===== src/rtl/frogger_pkg.sv =====
// -----------------------------------------------------------------------------
// frogger_pkg
// Shared types and constants for the Frogger round timer.
//   timer_state_t : round timer FSM states
//   SECS_W        : width of the binary seconds count
//   BCD_W         : width of one BCD display digit
//   CLK_HZ        : system clock frequency
//   sat_secs()    : clamp a widened seconds value to a ceiling
// -----------------------------------------------------------------------------
package frogger_pkg;

   typedef enum logic [1:0] {IDLE, RUN, PAUSE, EXPIRED} timer_state_t;

   localparam int SECS_W = 7;
   localparam int BCD_W  = 4;
   localparam int CLK_HZ = 50_000_000;

   // v carries one extra bit so that count + add can never wrap before clamping.
   function automatic logic [SECS_W-1:0] sat_secs(input logic [SECS_W:0] v,
                                                  input logic [SECS_W:0] lim);
      return (v > lim) ? lim[SECS_W-1:0] : v[SECS_W-1:0];
   endfunction

endpackage


===== src/rtl/round_timer_if.sv =====
// -----------------------------------------------------------------------------
// round_timer_if
// Control/status bundle between the game logic and the round timer.
//   clk_1Hz, start, pause, add_req, add_secs : toward the timer
//   secs_tens, secs_ones                     : BCD digits for the HUD
//   running, expired, expire_pulse, warn     : status for the game FSM
// master: game side (drives the controls). slave: the timer.
// -----------------------------------------------------------------------------
interface round_timer_if;
   import frogger_pkg::*;

   logic             clk_1Hz;
   logic             start;
   logic             pause;
   logic             add_req;
   logic [3:0]       add_secs;
   logic [BCD_W-1:0] secs_tens;
   logic [BCD_W-1:0] secs_ones;
   logic             running;
   logic             expired;
   logic             expire_pulse;
   logic             warn;

   modport master (
      output clk_1Hz, start, pause, add_req, add_secs,
      input  secs_tens, secs_ones, running, expired, expire_pulse, warn
   );

   modport slave (
      input  clk_1Hz, start, pause, add_req, add_secs,
      output secs_tens, secs_ones, running, expired, expire_pulse, warn
   );

endinterface


===== src/rtl/round_timer_bin_to_bcd.sv =====
// -----------------------------------------------------------------------------
// bin_to_bcd
// Combinational 7-bit binary to two BCD digits, valid for 0..99.
//   i_bin  : binary value
//   o_tens : BCD tens digit
//   o_ones : BCD ones digit
// -----------------------------------------------------------------------------
module bin_to_bcd
   import frogger_pkg::*;
(
   input  logic [SECS_W-1:0] i_bin,
   output logic [BCD_W-1:0]  o_tens,
   output logic [BCD_W-1:0]  o_ones
);

   logic [BCD_W-1:0] w_tens;
   logic [BCD_W-1:0] w_ones;

   // Threshold ladder instead of a divider: the largest multiple of ten not
   // exceeding the input gives the tens digit.
   always_comb begin
      w_tens = '0;
      for (int k = 1; k < 10; k++) begin
         if (i_bin >= SECS_W'(k * 10)) w_tens = BCD_W'(k);
      end
      w_ones = BCD_W'(i_bin - SECS_W'(w_tens) * SECS_W'(10));
   end

   assign o_tens = w_tens;
   assign o_ones = w_ones;

endmodule


===== src/rtl/round_timer.sv =====
// -----------------------------------------------------------------------------
// round_timer
// Frogger round countdown timer. The 1 Hz square wave is sampled as data,
// synchronised and rising-edge detected to form a one-cycle tick; the count
// decrements once per tick while running and is shown as two BCD digits.
//   Clk   : 50 MHz system clock
//   reset : asynchronous active-high reset
//   bus   : round_timer_if.slave (controls in, digits/status out)
// Parameters: START_SECS (reload value), WARN_SECS (warn threshold),
//             MAX_SECS (count ceiling, <= 99).
// Optional feature: define TIME_ADD_EN to let add_req/add_secs extend the
// round while running or paused; otherwise those inputs are ignored.
// -----------------------------------------------------------------------------
module round_timer
   import frogger_pkg::*;
#(
   parameter int START_SECS = 60,
   parameter int WARN_SECS  = 10,
   parameter int MAX_SECS   = 99
)(
   input  logic         Clk,
   input  logic         reset,
   round_timer_if.slave bus
);

   logic              r_s1, r_s2, r_s3;
   timer_state_t      r_state;
   logic [SECS_W-1:0] r_count;
   logic              r_running;
   logic              r_expired;
   logic              r_expire_pulse;

   logic              w_tick;
   logic              w_dec;
   logic [3:0]        w_add;
   logic [SECS_W-1:0] w_base;
   logic [SECS_W:0]   w_sum;
   logic [SECS_W-1:0] w_new_count;

   assign w_tick = r_s2 & ~r_s3;

`ifdef TIME_ADD_EN
   assign w_add = bus.add_req ? bus.add_secs : 4'd0;
`else
   logic w_unused_add;
   assign w_unused_add = bus.add_req ^ (^bus.add_secs);
   assign w_add = 4'd0;
`endif

   // Only a tick in RUN with pause low counts; pause outranks the tick.
   // The count here is always >= 1 in RUN, so the decrement cannot wrap.
   assign w_dec       = (r_state == RUN) && !bus.pause && w_tick;
   assign w_base      = w_dec ? r_count - SECS_W'(1) : r_count;
   assign w_sum       = (SECS_W + 1)'(w_base) + (SECS_W + 1)'(w_add);
   assign w_new_count = sat_secs(w_sum, (SECS_W + 1)'(MAX_SECS));

   always_ff @(posedge Clk or posedge reset) begin
      if (reset) begin
         r_s1           <= 1'b0;
         r_s2           <= 1'b0;
         r_s3           <= 1'b0;
         r_state        <= IDLE;
         r_count        <= SECS_W'(START_SECS);
         r_running      <= 1'b0;
         r_expired      <= 1'b0;
         r_expire_pulse <= 1'b0;
      end else begin
         r_s1           <= bus.clk_1Hz;
         r_s2           <= r_s1;
         r_s3           <= r_s2;
         r_expire_pulse <= 1'b0;
         if (bus.start) begin
            // start wins over everything, including the final tick.
            r_state   <= RUN;
            r_count   <= SECS_W'(START_SECS);
            r_running <= 1'b1;
            r_expired <= 1'b0;
         end else begin
            case (r_state)
               RUN: begin
                  r_count <= w_new_count;
                  if (bus.pause) begin
                     r_state   <= PAUSE;
                     r_running <= 1'b0;
                  end else if (w_new_count == '0) begin
                     r_state        <= EXPIRED;
                     r_running      <= 1'b0;
                     r_expired      <= 1'b1;
                     r_expire_pulse <= 1'b1;
                  end
               end
               PAUSE: begin
                  r_count <= w_new_count;
                  if (!bus.pause) begin
                     r_state   <= RUN;
                     r_running <= 1'b1;
                  end
               end
               default: ;  // IDLE and EXPIRED wait for start
            endcase
         end
      end
   end

   bin_to_bcd u_bcd (
      .i_bin  (r_count),
      .o_tens (bus.secs_tens),
      .o_ones (bus.secs_ones)
   );

   assign bus.running      = r_running;
   assign bus.expired      = r_expired;
   assign bus.expire_pulse = r_expire_pulse;
   assign bus.warn         = (r_state == RUN || r_state == PAUSE) &&
                             (r_count <= SECS_W'(WARN_SECS));

endmodule


===== src/flat_wrapper.sv =====
// flat-port wrapper written by rule: the top's interface ports become plain ports
module round_timer_flat import frogger_pkg::*;
#(
   parameter int START_SECS = 60,
   parameter int WARN_SECS  = 10,
   parameter int MAX_SECS   = 99
)
  (Clk, reset, bus_clk_1Hz, bus_start, bus_pause, bus_add_req, bus_add_secs, bus_secs_tens, bus_secs_ones, bus_running, bus_expired, bus_expire_pulse, bus_warn);
  round_timer_if bus_i ();
  input  logic Clk;
  input  logic reset;
  input wire logic [$bits(bus_i.clk_1Hz)-1:0] bus_clk_1Hz;
  input wire logic [$bits(bus_i.start)-1:0] bus_start;
  input wire logic [$bits(bus_i.pause)-1:0] bus_pause;
  input wire logic [$bits(bus_i.add_req)-1:0] bus_add_req;
  input wire logic [$bits(bus_i.add_secs)-1:0] bus_add_secs;
  output wire logic [$bits(bus_i.secs_tens)-1:0] bus_secs_tens;
  output wire logic [$bits(bus_i.secs_ones)-1:0] bus_secs_ones;
  output wire logic [$bits(bus_i.running)-1:0] bus_running;
  output wire logic [$bits(bus_i.expired)-1:0] bus_expired;
  output wire logic [$bits(bus_i.expire_pulse)-1:0] bus_expire_pulse;
  output wire logic [$bits(bus_i.warn)-1:0] bus_warn;
  assign bus_i.clk_1Hz = bus_clk_1Hz;
  assign bus_i.start = bus_start;
  assign bus_i.pause = bus_pause;
  assign bus_i.add_req = bus_add_req;
  assign bus_i.add_secs = bus_add_secs;
  assign bus_secs_tens = bus_i.secs_tens;
  assign bus_secs_ones = bus_i.secs_ones;
  assign bus_running = bus_i.running;
  assign bus_expired = bus_i.expired;
  assign bus_expire_pulse = bus_i.expire_pulse;
  assign bus_warn = bus_i.warn;
  round_timer #(.START_SECS(START_SECS), .WARN_SECS(WARN_SECS), .MAX_SECS(MAX_SECS)) u_core (.Clk(Clk), .reset(reset), .bus(bus_i));
endmodule

===== config.mk =====
export PLATFORM = sky130hd
export DESIGN_NAME = round_timer_flat
export DESIGN_NICKNAME = d
export VERILOG_FILES = /design/src/rtl/frogger_pkg.sv /design/src/rtl/round_timer_if.sv /design/src/rtl/round_timer_bin_to_bcd.sv /design/src/rtl/round_timer.sv /design/src/flat_wrapper.sv
export SDC_FILE = /design/constraint.sdc
export NUM_CORES = 1
export LEC_CHECK = 0
export ABC_AREA = 1
export ABC_CLOCK_PERIOD_IN_PS = 3950
export CORE_ASPECT_RATIO = 0.8
export CORE_MARGIN = 3
export CORE_UTILIZATION = 52
export CTS_CLUSTER_DIAMETER = 30
export DETAILED_ROUTE_END_ITERATION = 6
export PLACE_DENSITY_LB_ADDON = 0.1
export SLEW_MARGIN = 20
export SYNTH_ARGS = -nofsm -noshare
export SYNTH_HDL_FRONTEND = slang
export SYNTH_HIERARCHICAL = 1
export SYNTH_SLANG_ARGS = --single-unit

===== constraint.sdc =====
create_clock -name Clk -period 3.95 [get_ports Clk]
set_input_delay 1.185 -clock Clk [delete_from_list [all_inputs] [get_ports Clk]]
set_output_delay 1.185 -clock Clk [all_outputs]
set_load 0.02 [all_outputs]

After elaboration in Yosys (flattened, before gate mapping)
Cells that the tools add are included.
- register bits: 15
- output and inout port bits: 12
- mux-type cells: 31
- multipliers: 1
- bitwise gates (word level): 2
- order comparisons: 11
- reduce and logical (&&, ||, !) cells: 13
- add/sub/neg operators: 2
- equality and inequality tests: 5
- operators by type and width (kind ; number):
    $mux 4 ; 8
    $mux 7 ; 4
    $ge 7x6->1 const B ; 3
    $ge 7x7->1 const B ; 3
    $ge 7x5->1 const B ; 2
    $mux 1 ; 13
    $mux 2 ; 4
    $ge 7x4->1 const B ; 1
    $gt 7x7->1 const B ; 1
    $le 7x4->1 const B ; 1
    $logic_not 7->1 ; 1
    $sub 7x1->7 const B ; 1
    $reduce_and 3->1 ; 2
    $reduce_bool 2->1 ; 3
    $mul 4x3->3 const B ; 1
    $ne 4x3->1 const B ; 1
    $pmux 2 s2 ; 1
    $sub 4x4->4 ; 1
    $logic_and 1x1->1 ; 3
    $ne 3x3->1 const B ; 1
    $reduce_bool 3->1 ; 1
    $eq 2x1->1 const B ; 1
    $eq 2x2->1 const B ; 1
    $ne 2x2->1 const B ; 1
    6 further kinds ; 6

Depth between registers and ports, before layout
Gate-level depths: netlist of run 1.
- depth in word-level cells: 12
- mapped depth: 19
- mapped depth without buffers: 19

Modules after synthesis
Netlist of run 1, hierarchy kept.
- by module, submodules not included (module ; sequential area each (um^2) ; times used ; cells an instance ; area an instance (um^2)):
    round_timer ; 380.4 ; 1 ; 132 ; 998.5
    bin_to_bcd ; 0.0 ; 1 ; 53 ; 277.8

Worst setup path after synthesis of run 1
No wires, ideal clock.
- path kind: reg-to-output
- start: reg u_core.r_count[3]
- end: out bus_secs_ones[3]
- data arrival time: 2.592 ns
- path buffers: 0
- stages on the path, launching flop included: 16
- setup slack: 0.173 ns
- cell sequence: dfstp_2 nand2_1 o21ai_1 o21ai_0 nand2_1 nand2_1 nand2_1 nand2_1 ha_1 fa_1 xnor2_1 xor2_2 inv_2 nand3_2 nand2_1 inv_1
- cells in the longest elaborated chain, start to end: 12
- ends and longest elaborated chain (what ; RTL line ; source):
    start: declaration ; round_timer.sv:28 ; logic [SECS_W-1:0] r_count;
    start signal: assignment ; round_timer.sv:63 ; r_count <= SECS_W'(START_SECS);
    start signal: assignment ; round_timer.sv:75 ; r_count <= SECS_W'(START_SECS);
    start signal: assignment ; round_timer.sv:81 ; r_count <= w_new_count;
    $ge 7x4->1 ; round_timer_bin_to_bcd.sv:24 ; if (i_bin >= SECS_W'(k * 10)) w_tens = BCD_W'(k);
    $mux 1 ; round_timer_bin_to_bcd.sv:24 ;
    $mux 4 (7 in a row) ; round_timer_bin_to_bcd.sv:24 ;
    $mux 4 (*) ; round_timer_bin_to_bcd.sv:24 ;
    via bus_secs_tens[0] ; flat_wrapper.sv:17 ; output wire logic [$bits(bus_i.secs_tens)-1:0] bus_secs_tens;
    $mul 4x3->3 (*) ; round_timer_bin_to_bcd.sv:26 ; w_ones = BCD_W'(i_bin - SECS_W'(w_tens) * SECS_W'(10));
    $sub 4x4->4 (*) ; round_timer_bin_to_bcd.sv:26 ;
    end: declaration ; flat_wrapper.sv:18 ; output wire logic [$bits(bus_i.secs_ones)-1:0] bus_secs_ones;
The timed path passes the listed nets; every way through them passes the cells marked *.

Worst setup path in the final report of run 1
- start: reg u_core.r_count[2]
- end: out bus_secs_ones[3]
- cells in the longest elaborated chain, start to end: 12
- ends and longest elaborated chain (what ; RTL line):
    $ge 7x4->1 ; round_timer_bin_to_bcd.sv:24
    $mux 1 ; round_timer_bin_to_bcd.sv:24
    $mux 4 (8 in a row) ; round_timer_bin_to_bcd.sv:24
    $mul 4x3->3 ; round_timer_bin_to_bcd.sv:26
    $sub 4x4->4 (*) ; round_timer_bin_to_bcd.sv:26
Mark *: on every way between the ends. The rest lies on a longest branch, timed or not.

==> results of run 1 <==
## area by class of cell
class	count	area share
timing repair buffer	37	0.187
clock buffer	4	0.0156
multi-input combinational	129	0.462
sequential	15	0.226
tap	25	0.0186
inverter	40	0.0907
## per-layer routing
metal,vias up,part of all wire,GRT usage,wire length [um]
met3,7,0.085,0.0540,272
met4,0,0.014,0.0671,44
met5,-,0,0,0
met1,595,0.44,0.310,1420
li1,655,-,-,-
met2,59,0.46,0.366,1460
## cells in the final DEF (no fill, tap or decap), types with 2 or more instances in the layout
master,netlist,routed
nand2_4,2,2
ha_1,5,4
nor2_2,4,4
clkdlybuf4s50_1,0,14
clkbuf_4,0,3
buf_4,1,21
dfstp_2,4,4
nor2_4,2,2
o21ai_0,6,4
nand2_1,42,38
o21ai_2,0,2
o22ai_1,3,3
nand3_2,2,2
inv_1,30,29
dfrtp_1,11,11
nand4_1,4,4
nand2_2,11,15
a21oi_1,8,8
o21ai_1,2,2
nand3_1,12,12
nor2_1,15,15
inv_2,10,10
## worst reg2reg max path: cells and delay by family (launching register included)
family / cells / cell delay [ps]
buffers and inverters: 4 / 410
and+or+nand+nor: 11 / 1120
adders and majority gates: 1 / 200
DFF: 1 / 430
## per-stage QoR
step / std cells / hold WS [ps] / total power (uW) / utilization
final: 250 / 360 / 785 / 0.754
after global routing: 250 / 386 / 845 / 0.754
after CTS: 249 / 366 / 764 / 0.736
after detailed placement: 245 / 336 / 673 / 0.721
after global placement: 245 / 340 / 656 / 0.721
after floorplan: 185 / 331 / 503 / -
## where the power goes
part           switching (uW)  internal [uW]
registers                22.8            180
logic                     287            203
clock network            52.2           39.3
total                     362            423
## what timing repair did
action | CTS | global route
setup buffers | 0 | 1
pin swaps | 2 | 10
resized for setup | 9 | 14
setup endpoints to repair | 2 | 2
## flip-flops by register name, summed over array words and instances (netlist names)
name and count:
u_core/bus.expire_pulse 1, u_core/r_s3 1, u_core/r_state 2, u_core/r_count 7, u_core/r_s1 1, u_core/bus.expired 1, u_core/r_s2 1, u_core/bus.running 1
## final timing paths
check	startpoint	end	slack (ps)	depth (start not counted)
worst max-delay path	u_core/r_count[2]	bus_secs_ones[3]	5	20
worst min-delay path	u_core/r_s1	u_core/r_s2	360	0
worst max register to register	u_core/r_count[1]	u_core/r_state[1]	1690	16
worst min register to register	u_core/r_s1	u_core/r_s2	360	0
max in group asynchronous	reset	u_core/r_count[0]	2310	2
min in group asynchronous	reset	u_core/bus.expired	1260	2
## kinds of logic after synthesis
group           Yosys count  synth area share
buf+inv                  41             0.124
xor+xnor                  3            0.0265
simple gates             98             0.391
compound gates           22            0.0961
fa+ha+maj                 6            0.0647
flops                    15             0.298
==> reports/metrics.csv, run 1 <==
metric,value,unit
status,"finished, final reports clean",
global router's overall resource usage,0.231,
I/O pin count,22,
number of H-tree levels,1,
Final Hold Vio Count,0,
# port buffers,16,
area share of the leading cell type in the synthesized netlist,0.216,
post-place setup slack,-276,ps
TritonCTS clock tree,yes,
start-to-end type of the worst setup path,reg2out,
worst-skew pair later-pin latency,290,ps
post-route cell area,1680,um^2
hpwl dp,2.51,mm
Num CTS Buffers,3,
Max Clk Rate,253,MHz
antenna violation net count after detailed routing,0,
Fin Clk Skew,6.28,ps
Cell Pwr Density,467,nW/um^2
gpl congestion,0.954,
via count of the first global-routing pass,1276,
die extent in x,61.4,um
number of iterations in the first detailed-routing pass,4,
final clock period utilization by the worst path,0.999,
leakage power,0.000918,uW
CTS clock-pin slew for the worst setup and hold paths,100,ps
total placed instance area,1610,um^2
synthesized net count,201,
Slowest cell on crit path,dfstp_2,
Antenna Cells,0,
crit-path max cell delay,590,ps
number of buffers on the longest clock path,2,
yosys warns,6,
row count,15,
DRC,0,
most frequent cell after synthesis,nand2_1,
routed wirelength normalized by instance count,12.8,um
top cells by instance count after synthesis,"nand2_1 (42), inv_1 (30), nor2_1 (15), nand3_1 (12)",
total vias in the final route,1316,
critical path arrival,2760,ps
iteration-0 DRC count of the detailed router,46,
#FFs+latches synth,15,
total setup violations reported at the end of the flow,0,
total buffers and inverters traversed by the critical path,4,
min-delay worst type,reg2reg,
detailed-route vias per instance,5.26,
effective utilization at floorplan,0.571,
Area growth syn-to-layout,31.9,%
dominant cells by area after synthesis,"dfrtp_1 (22%), nand2_1 (12%), inv_1 (8.8%)",
total overflow reported by the global router,0,
clock root buffer,clkbuf_4,
number of hold buffers added after CTS,0,
Startpoint Class,flop,
sequential element share of the synthesized area,0.298,
worst slew margin relative to its limit,0.613,
CP Data Required Time,2760,ps
total negative slack,0,ps
floorplan die area,3090,um^2
antenna violations before repair,0,
area of combinational cells with multiple inputs,778,um^2
wire length of the first global-routing pass,5.33,mm
top fanout value on the critical path,5,
fill cell total of the finished layout,161,
routed wire length,3.19,mm
cell family with most CP delay,simple AND/OR/NAND/NOR gates,
crit path cell chain,inv_2 -> nand2_2 -> nand2_2 -> nand2_1 -> nand2_1 -> nand2_1 -> nand2_1 -> nand2_1 -> nand2_1 -> nand2_2 -> nand2_2 -> ha_4 -> fa_2 -> xnor2_2 -> xor2_2 -> inv_2 -> nand3_2 -> nand2_1 -> inv_1 -> buf_6,
most common flop cell mapped by yosys,dfrtp_1,
per-instance average area after synthesis,6.90,um^2
fraction of final layout cells sized beyond drive strength 1,0.333,
max-slew violations,0,
number of instances in the synthesized netlist,185,
pin count of the biggest net entering global routing,16,
post-synthesis cell type with the largest combined area,dfrtp_1,
Most common cell on crit path,nand2_1,
die height,50.3,um
total number of clock tree sinks,15,
Storage cell area,380,um^2
RSZ-0062 raised after global routing,true,
core area,2230,um^2
number of synthesized flops with an enable pin,0,
slew at the pin closest to its max-slew limit,580,ps
"Async S/R FF share, synth",1.00,
max-cap violation count,0,
clock period minus final worst setup slack,3950,ps
cell area after technology mapping,1280,um^2
VDD IR-drop max,278,uV
Unique masters post-synth,30,
Total Nets Final,242,
type of element capturing the critical path,output port,
worst path setup slack after routing,4.77,ps
Power figures use the tool's default switching activity.
==> run 2: changes to the inputs <==
Settings changed: CORE_ASPECT_RATIO 0.8 to 1.1, CORE_UTILIZATION 52 to 25.
==> run 2 against run 1 <==
Compared with the run above: register-to-register slack improved by 80 ps; clock power is 36% higher; sequential share of layout area fell by 0.67 points; clock-buffer cell count unchanged; utilization shrank 39 points; combinational power decreased by 1%; critical path depth unchanged; power increased by 3.3%; first-iteration DRC count grew 11%; critical endpoint unchanged.
==> reports/metrics.csv, run 2 (synthesized netlist as in run 1, its figures left out) <==
metric,value,unit,change
number of hold buffers added after CTS,0,,unchanged
Util after Layout,0.363,,was 0.754
die height,80.9,um,was 50.3 um
start-to-end type of the worst setup path,reg2out,,unchanged
number of iterations in the first detailed-routing pass,4,,unchanged
core area,4780,um^2,was 2230 um^2
worst-skew pair later-pin latency,240,ps,was 290 ps
Area growth syn-to-layout,35.9,%,was 31.9%
CTS clock-pin slew for the worst setup and hold paths,60,ps,was 100 ps
worst slew margin relative to its limit,0.616,,was 0.613
iteration-0 DRC count of the detailed router,51,,was 46
"count of placed standard cells in the final layout, fillers left out",279,,was 250
via count of the first global-routing pass,1286,,was 1276
RSZ-0062 raised after global routing,true,,unchanged
total overflow reported by the global router,0,,unchanged
top fanout value on the critical path,5,,unchanged
number of H-tree levels,1,,unchanged
wire length of the first global-routing pass,5.31,mm,was 5.33 mm
leakage power,0.000917,uW,was 0.000918 uW
Cell Pwr Density,468,nW/um^2,was 467 nW/um^2
clock period minus final worst setup slack,3900,ps,was 3950 ps
Final Hold Vio Count,0,,unchanged
Most common cell on crit path,nand2_1,,unchanged
total setup violations reported at the end of the flow,0,,unchanged
floorplan die area,6000,um^2,was 3090 um^2
Startpoint Class,flop,,unchanged
DRC,0,,unchanged
max-cap violation count,0,,unchanged
fill cell total of the finished layout,502,,was 161
"most common cell after layout, fill and taps aside",nand2_1,,unchanged
max-slew violations,0,,unchanged
Cell Count Post-Placement,274,,was 245
effective utilization at floorplan,0.267,,was 0.571
fraction of final layout cells sized beyond drive strength 1,0.323,,was 0.333
status,"finished, final reports clean",,unchanged
# port buffers,16,,unchanged
antenna violation net count after detailed routing,0,,unchanged
TritonCTS clock tree,yes,,unchanged
Antenna Cells,0,,unchanged
global router's overall resource usage,0.111,,was 0.231
Num CTS Buffers,3,,unchanged
number of buffers on the longest clock path,2,,unchanged
slew at the pin closest to its max-slew limit,576,ps,was 580 ps
routed wire length,3.18,mm,was 3.19 mm
Total Nets Final,240,,was 242
crit path cell chain,inv_4 -> nand2_2 -> nand2_1 -> nand2_1 -> nand2_1 -> nand2_1 -> nand2_1 -> nand2_1 -> nand2_1 -> nand2_2 -> nand2_4 -> ha_4 -> fa_2 -> xnor2_2 -> xor2_2 -> inv_2 -> nand3_2 -> nand2_1 -> inv_1 -> buf_6,,was inv_2 -> nand2_2 -> nand2_2 -> nand2_1 -> nand2_1 -> nand2_1 -> nand2_1 -> nand2_1 -> nand2_1 -> nand2_2 -> nand2_2 -> ha_4 -> fa_2 -> xnor2_2 -> xor2_2 -> inv_2 -> nand3_2 -> nand2_1 -> inv_1 -> buf_6
CP Data Required Time,2760,ps,about the same
critical path arrival,2710,ps,was 2760 ps
VDD IR-drop max,249,uV,was 278 uV
largest register by flop count,u_core/r_count,,unchanged
Fin Clk Skew,2.87,ps,was 6.28 ps
final clock period utilization by the worst path,0.987,,was 0.999
I/O pin count,22,,unchanged
Slowest cell on crit path,dfstp_2,,unchanged
pin count of the biggest net entering global routing,16,,unchanged
Max Clk Rate,256,MHz,was 253 MHz
leading registers by flop count,"u_core/r_count x7, u_core/r_state x2",,unchanged
row count,26,,was 15
detailed-route vias per instance,4.56,,was 5.26
die extent in x,74.1,um,was 61.4 um
number of flip-flops under the largest register name,7,,unchanged
routed wirelength normalized by instance count,11.4,um,was 12.8 um
antenna violations before repair,0,,unchanged
crit-path max cell delay,590,ps,about the same
type of element capturing the critical path,output port,,unchanged
gpl congestion,0.906,,was 0.954
min-delay worst type,reg2reg,,unchanged
clock root buffer,clkbuf_8,,was clkbuf_4
post-place setup slack,-257,ps,was -276 ps
worst path setup slack after routing,50.6,ps,was 4.77 ps
hpwl dp,2.64,mm,was 2.51 mm
"commonest non-fill, non-tap cells in the layout","nand2_1 (38), inv_1 (29), buf_4 (19)",,"was nand2_1 (38), inv_1 (29), buf_4 (21)"
total number of clock tree sinks,15,,unchanged
total vias in the final route,1271,,was 1316
run 2: metrics by stage:
| step | setup TNS (ps) | power (uW) | cell area [um^2] | hold WS (ps) |
|---|---|---|---|---|
| floorplan | 0 | 503 | 1280 | 331 |
| global placement | -240 | 671 | 1630 | 341 |
| detailed placement | -257 | 676 | 1630 | 339 |
| CTS | 0 | 799 | 1680 | 362 |
| global route | -92.1 | 881 | 1730 | 368 |
| finish | 0 | 811 | 1730 | 359 |
run 2: power by group:
group / switching (uW) / internal (uW) / total, uW
logic: 282 / 202 / 483
registers: 23.4 / 181 / 204
clock network: 52.3 / 71.3 / 124
total: 357 / 454 / 811
run 2: worst paths after layout:
| kind | from | to | slack, ps | depth (start not counted) |
|---|---|---|---|---|
| max | u_core/r_count[3] | bus_secs_ones[3] | 50 | 20 |
| min | u_core/r_s1 | u_core/r_s2 | 360 | 0 |
| max reg2reg | u_core/r_count[1] | u_core/r_state[0] | 1770 | 16 |
| min reg2reg | u_core/r_s1 | u_core/r_s2 | 360 | 0 |
| max in group asynchronous | reset | u_core/r_count[2] | 2280 | 2 |
| min in group asynchronous | reset | u_core/r_s3 | 1290 | 2 |
run 2: worst max-delay path, delay by kind of cell (launching register included):
family | cells | cell delay (ps)
XOR/XNOR | 2 | 370
AND/OR/NAND/NOR | 12 | 660
buffers and inverters | 4 | 280
adder cells (fa/ha/maj) | 2 | 560
flip-flops | 1 | 590
run 2: per-layer routing:
layer  global-route usage  vias up  wire length, um
met5                    0        -                0
met4               0.0471        0               66
met3               0.0111        6               57
met2                0.204       21             1690
met1                0.128      595             1360
li1                     -      649                -
run 2: final cells by class:
type,count,area (um^2),area share
Clock buffer,4,45.0,0.0260
Inverter,40,153,0.0880
Multi-Input combinational cell,129,783,0.452
Sequential cell,15,380,0.219
Tap cell,56,70.1,0.0404
Timing Repair Buffer,35,303,0.175
run 2: repair_timing:
action / in CTS / in global routing
gates resized for setup: 8 / 14
pin swaps: 2 / 9
buffers inserted: 0 / 1
setup endpoints to repair: 2 / 1
hold endpoints to repair: 0 / 0
==> run 3: changes to the inputs <==
Settings changed: CORE_UTILIZATION 25 to 46.
==> run 3 against run 2 <==
Compared with the run above: the flow now finishes with violations (setup timing); clock power down 30%; global-route usage increased by 8.3 points; design area is 0.72% lower; utilization grew 31 points; via count is 3.9% higher; power is 2.2% lower; sequential power about the same.
==> reports/metrics.csv, run 3 (synthesized netlist as in run 1, its figures left out) <==
metric,value,unit,change
status,"finished, violations left",,"was finished, final reports clean"
Max Clk Rate,250,MHz,was 256 MHz
min-delay worst type,reg2reg,,unchanged
total vias in the final route,1321,,was 1271
die extent in x,56.2,um,was 74.1 um
RSZ-0062 raised after global routing,true,,unchanged
Cells on Worst Hold Path,0,,unchanged
routed wire length,3.19,mm,was 3.18 mm
wire length of the first global-routing pass,5.25,mm,was 5.31 mm
failing checks,setup timing,,
total overflow reported by the global router,0,,unchanged
Antenna Cells,0,,unchanged
antenna violations before repair,0,,unchanged
Num CTS Buffers,3,,unchanged
Reg-to-Reg End,u_core/bus.running,,was u_core/r_state[0]
"most common cell after layout, fill and taps aside",nand2_1,,unchanged
routed wirelength normalized by instance count,12.3,um,was 11.4 um
Total Nets Final,246,,was 240
Startpoint Class,flop,,unchanged
"commonest non-fill, non-tap cells in the layout","nand2_1 (40), inv_1 (30), buf_4 (25)",,"was nand2_1 (38), inv_1 (29), buf_4 (19)"
VDD IR-drop max,388,uV,was 249 uV
total power,793,uW,was 811 uW
iteration-0 DRC count of the detailed router,36,,was 51
leakage power,0.000942,uW,was 0.000917 uW
max-slew violations,0,,unchanged
Area growth syn-to-layout,34.9,%,was 35.9%
number of iterations in the first detailed-routing pass,4,,unchanged
Fin Clk Skew,2.41,ps,was 2.87 ps
DRC,0,,unchanged
floorplan die area,3440,um^2,was 6000 um^2
type of element capturing the critical path,output port,,unchanged
antenna violation net count after detailed routing,0,,unchanged
max-cap violation count,0,,unchanged
number of buffers on the longest clock path,2,,unchanged
worst path setup slack after routing,-47.9,ps,was 50.6 ps
leading registers by flop count,"u_core/r_count x7, u_core/r_state x2",,unchanged
Final Hold Vio Count,0,,unchanged
termination of the worst setup path,bus_secs_ones[3],,unchanged
hpwl dp,2.49,mm,was 2.64 mm
Reg2Reg Depth,16,,unchanged
gpl congestion,0.870,,was 0.906
number of hold buffers added after CTS,0,,unchanged
effective utilization at floorplan,0.497,,was 0.267
core area,2570,um^2,was 4780 um^2
slew at the pin closest to its max-slew limit,584,ps,was 576 ps
critical path arrival,2810,ps,was 2710 ps
top fanout value on the critical path,5,,unchanged
clock root buffer,clkbuf_4,,was clkbuf_8
I/O pin count,22,,unchanged
Util after Layout,0.671,,was 0.363
number of flip-flops under the largest register name,7,,unchanged
worst slew margin relative to its limit,0.610,,was 0.616
Worst setup startpoint,u_core/r_count[3],,unchanged
row count,19,,was 26
detailed-route vias per instance,5.08,,was 4.56
CTS clock-pin slew for the worst setup and hold paths,90,ps,was 60 ps
via count of the first global-routing pass,1273,,was 1286
total setup violations reported at the end of the flow,1,,was 0
total number of clock tree sinks,15,,unchanged
number of H-tree levels,1,,unchanged
final clock period utilization by the worst path,1.01,,was 0.987
worst-skew pair later-pin latency,280,ps,was 240 ps
CP Data Required Time,2760,ps,about the same
die height,61.2,um,was 80.9 um
fill cell total of the finished layout,218,,was 502
Reg2Reg Setup Slack,1760,ps,was 1770 ps
largest register by flop count,u_core/r_count,,unchanged
TritonCTS clock tree,yes,,unchanged
pin count of the biggest net entering global routing,16,,unchanged
clock period minus final worst setup slack,4000,ps,was 3900 ps
global router's overall resource usage,0.194,,was 0.111
Cell Pwr Density,461,nW/um^2,was 468 nW/um^2
Reg-to-Reg Start,u_core/r_count[1],,unchanged
start-to-end type of the worst setup path,reg2out,,unchanged
fraction of final layout cells sized beyond drive strength 1,0.328,,was 0.323
# port buffers,16,,unchanged
==> run 3: layer usage <==
layer	wire, um	track usage	share of wire
met1	1250	0.215	0.39
met4	36	0.0746	0.011
met5	0	0	0
met2	1800	0.384	0.56
met3	107	0.0231	0.034
==> run 3: worst min path at each step <==
stage / from / endpoint / slack, ps
2_1_floorplan: u_core/r_s1 / u_core/r_s2 / 330
4_1_cts: u_core/r_s1 / u_core/r_s2 / 380
3_5_place_dp: u_core/r_s1 / u_core/r_s2 / 350
3_3_place_gp: u_core/r_s1 / u_core/r_s2 / 340
5_1_grt: u_core/r_s1 / u_core/r_s2 / 390
6_report: u_core/r_s1 / u_core/r_s2 / 370
==> run 3: what timing repair did <==
item | CTS | global route
setup buffers | 0 | 4
pin swaps | 2 | 9
resized for setup | 10 | 8
setup endpoints to repair | 2 | 2
==> run 3: layout make-up <==
class	count	area, um^2	share of cell area
Clock buffer	4	26.3	0.0153
Inverter	40	150	0.0872
Multi-Input combinational cell	129	778	0.452
Sequential cell	15	380	0.221
Tap cell	31	38.8	0.0225
Timing Repair Buffer	41	348	0.202
==> run 3: power by group <==
group / total [uW] / internal, uW / switching (uW) / leakage, uW
registers: 204 / 180 / 23.4 / 0.000182
logic: 502 / 216 / 287 / 0.000745
clock network: 86.8 / 39.1 / 47.7 / 0.0000150
==> run 3: through the flow <==
step	cell area (um^2)	setup WS (ps)	setup TNS [ps]	hold slack, ps	cells
4_1_cts	1660	-23.8	-23.8	380	256
3_5_place_dp	1630	-307	-307	353	252
5_1_grt	1720	-252	-277	393	260
3_3_place_gp	1630	-228	-228	343	252
2_1_floorplan	1280	173	0	331	185
6_report	1720	-47.9	-47.9	371	260
==> run 3: critical path, stage by stage, from the launching register on <==
cell	delay [ps]
dfstp_2	580
inv_2	70
nand2_1	60
nand2_1	60
nand2_1	60
nand2_1	40
nand2_1	50
nand2_1	50
nand2_1	60
nand2_1	70
nand2_2	120
nand2_4	70
ha_4	160
fa_2	390
xnor2_2	190
xor2_2	180
inv_2	50
nand3_2	50
nand2_1	50
inv_1	60
buf_6	110
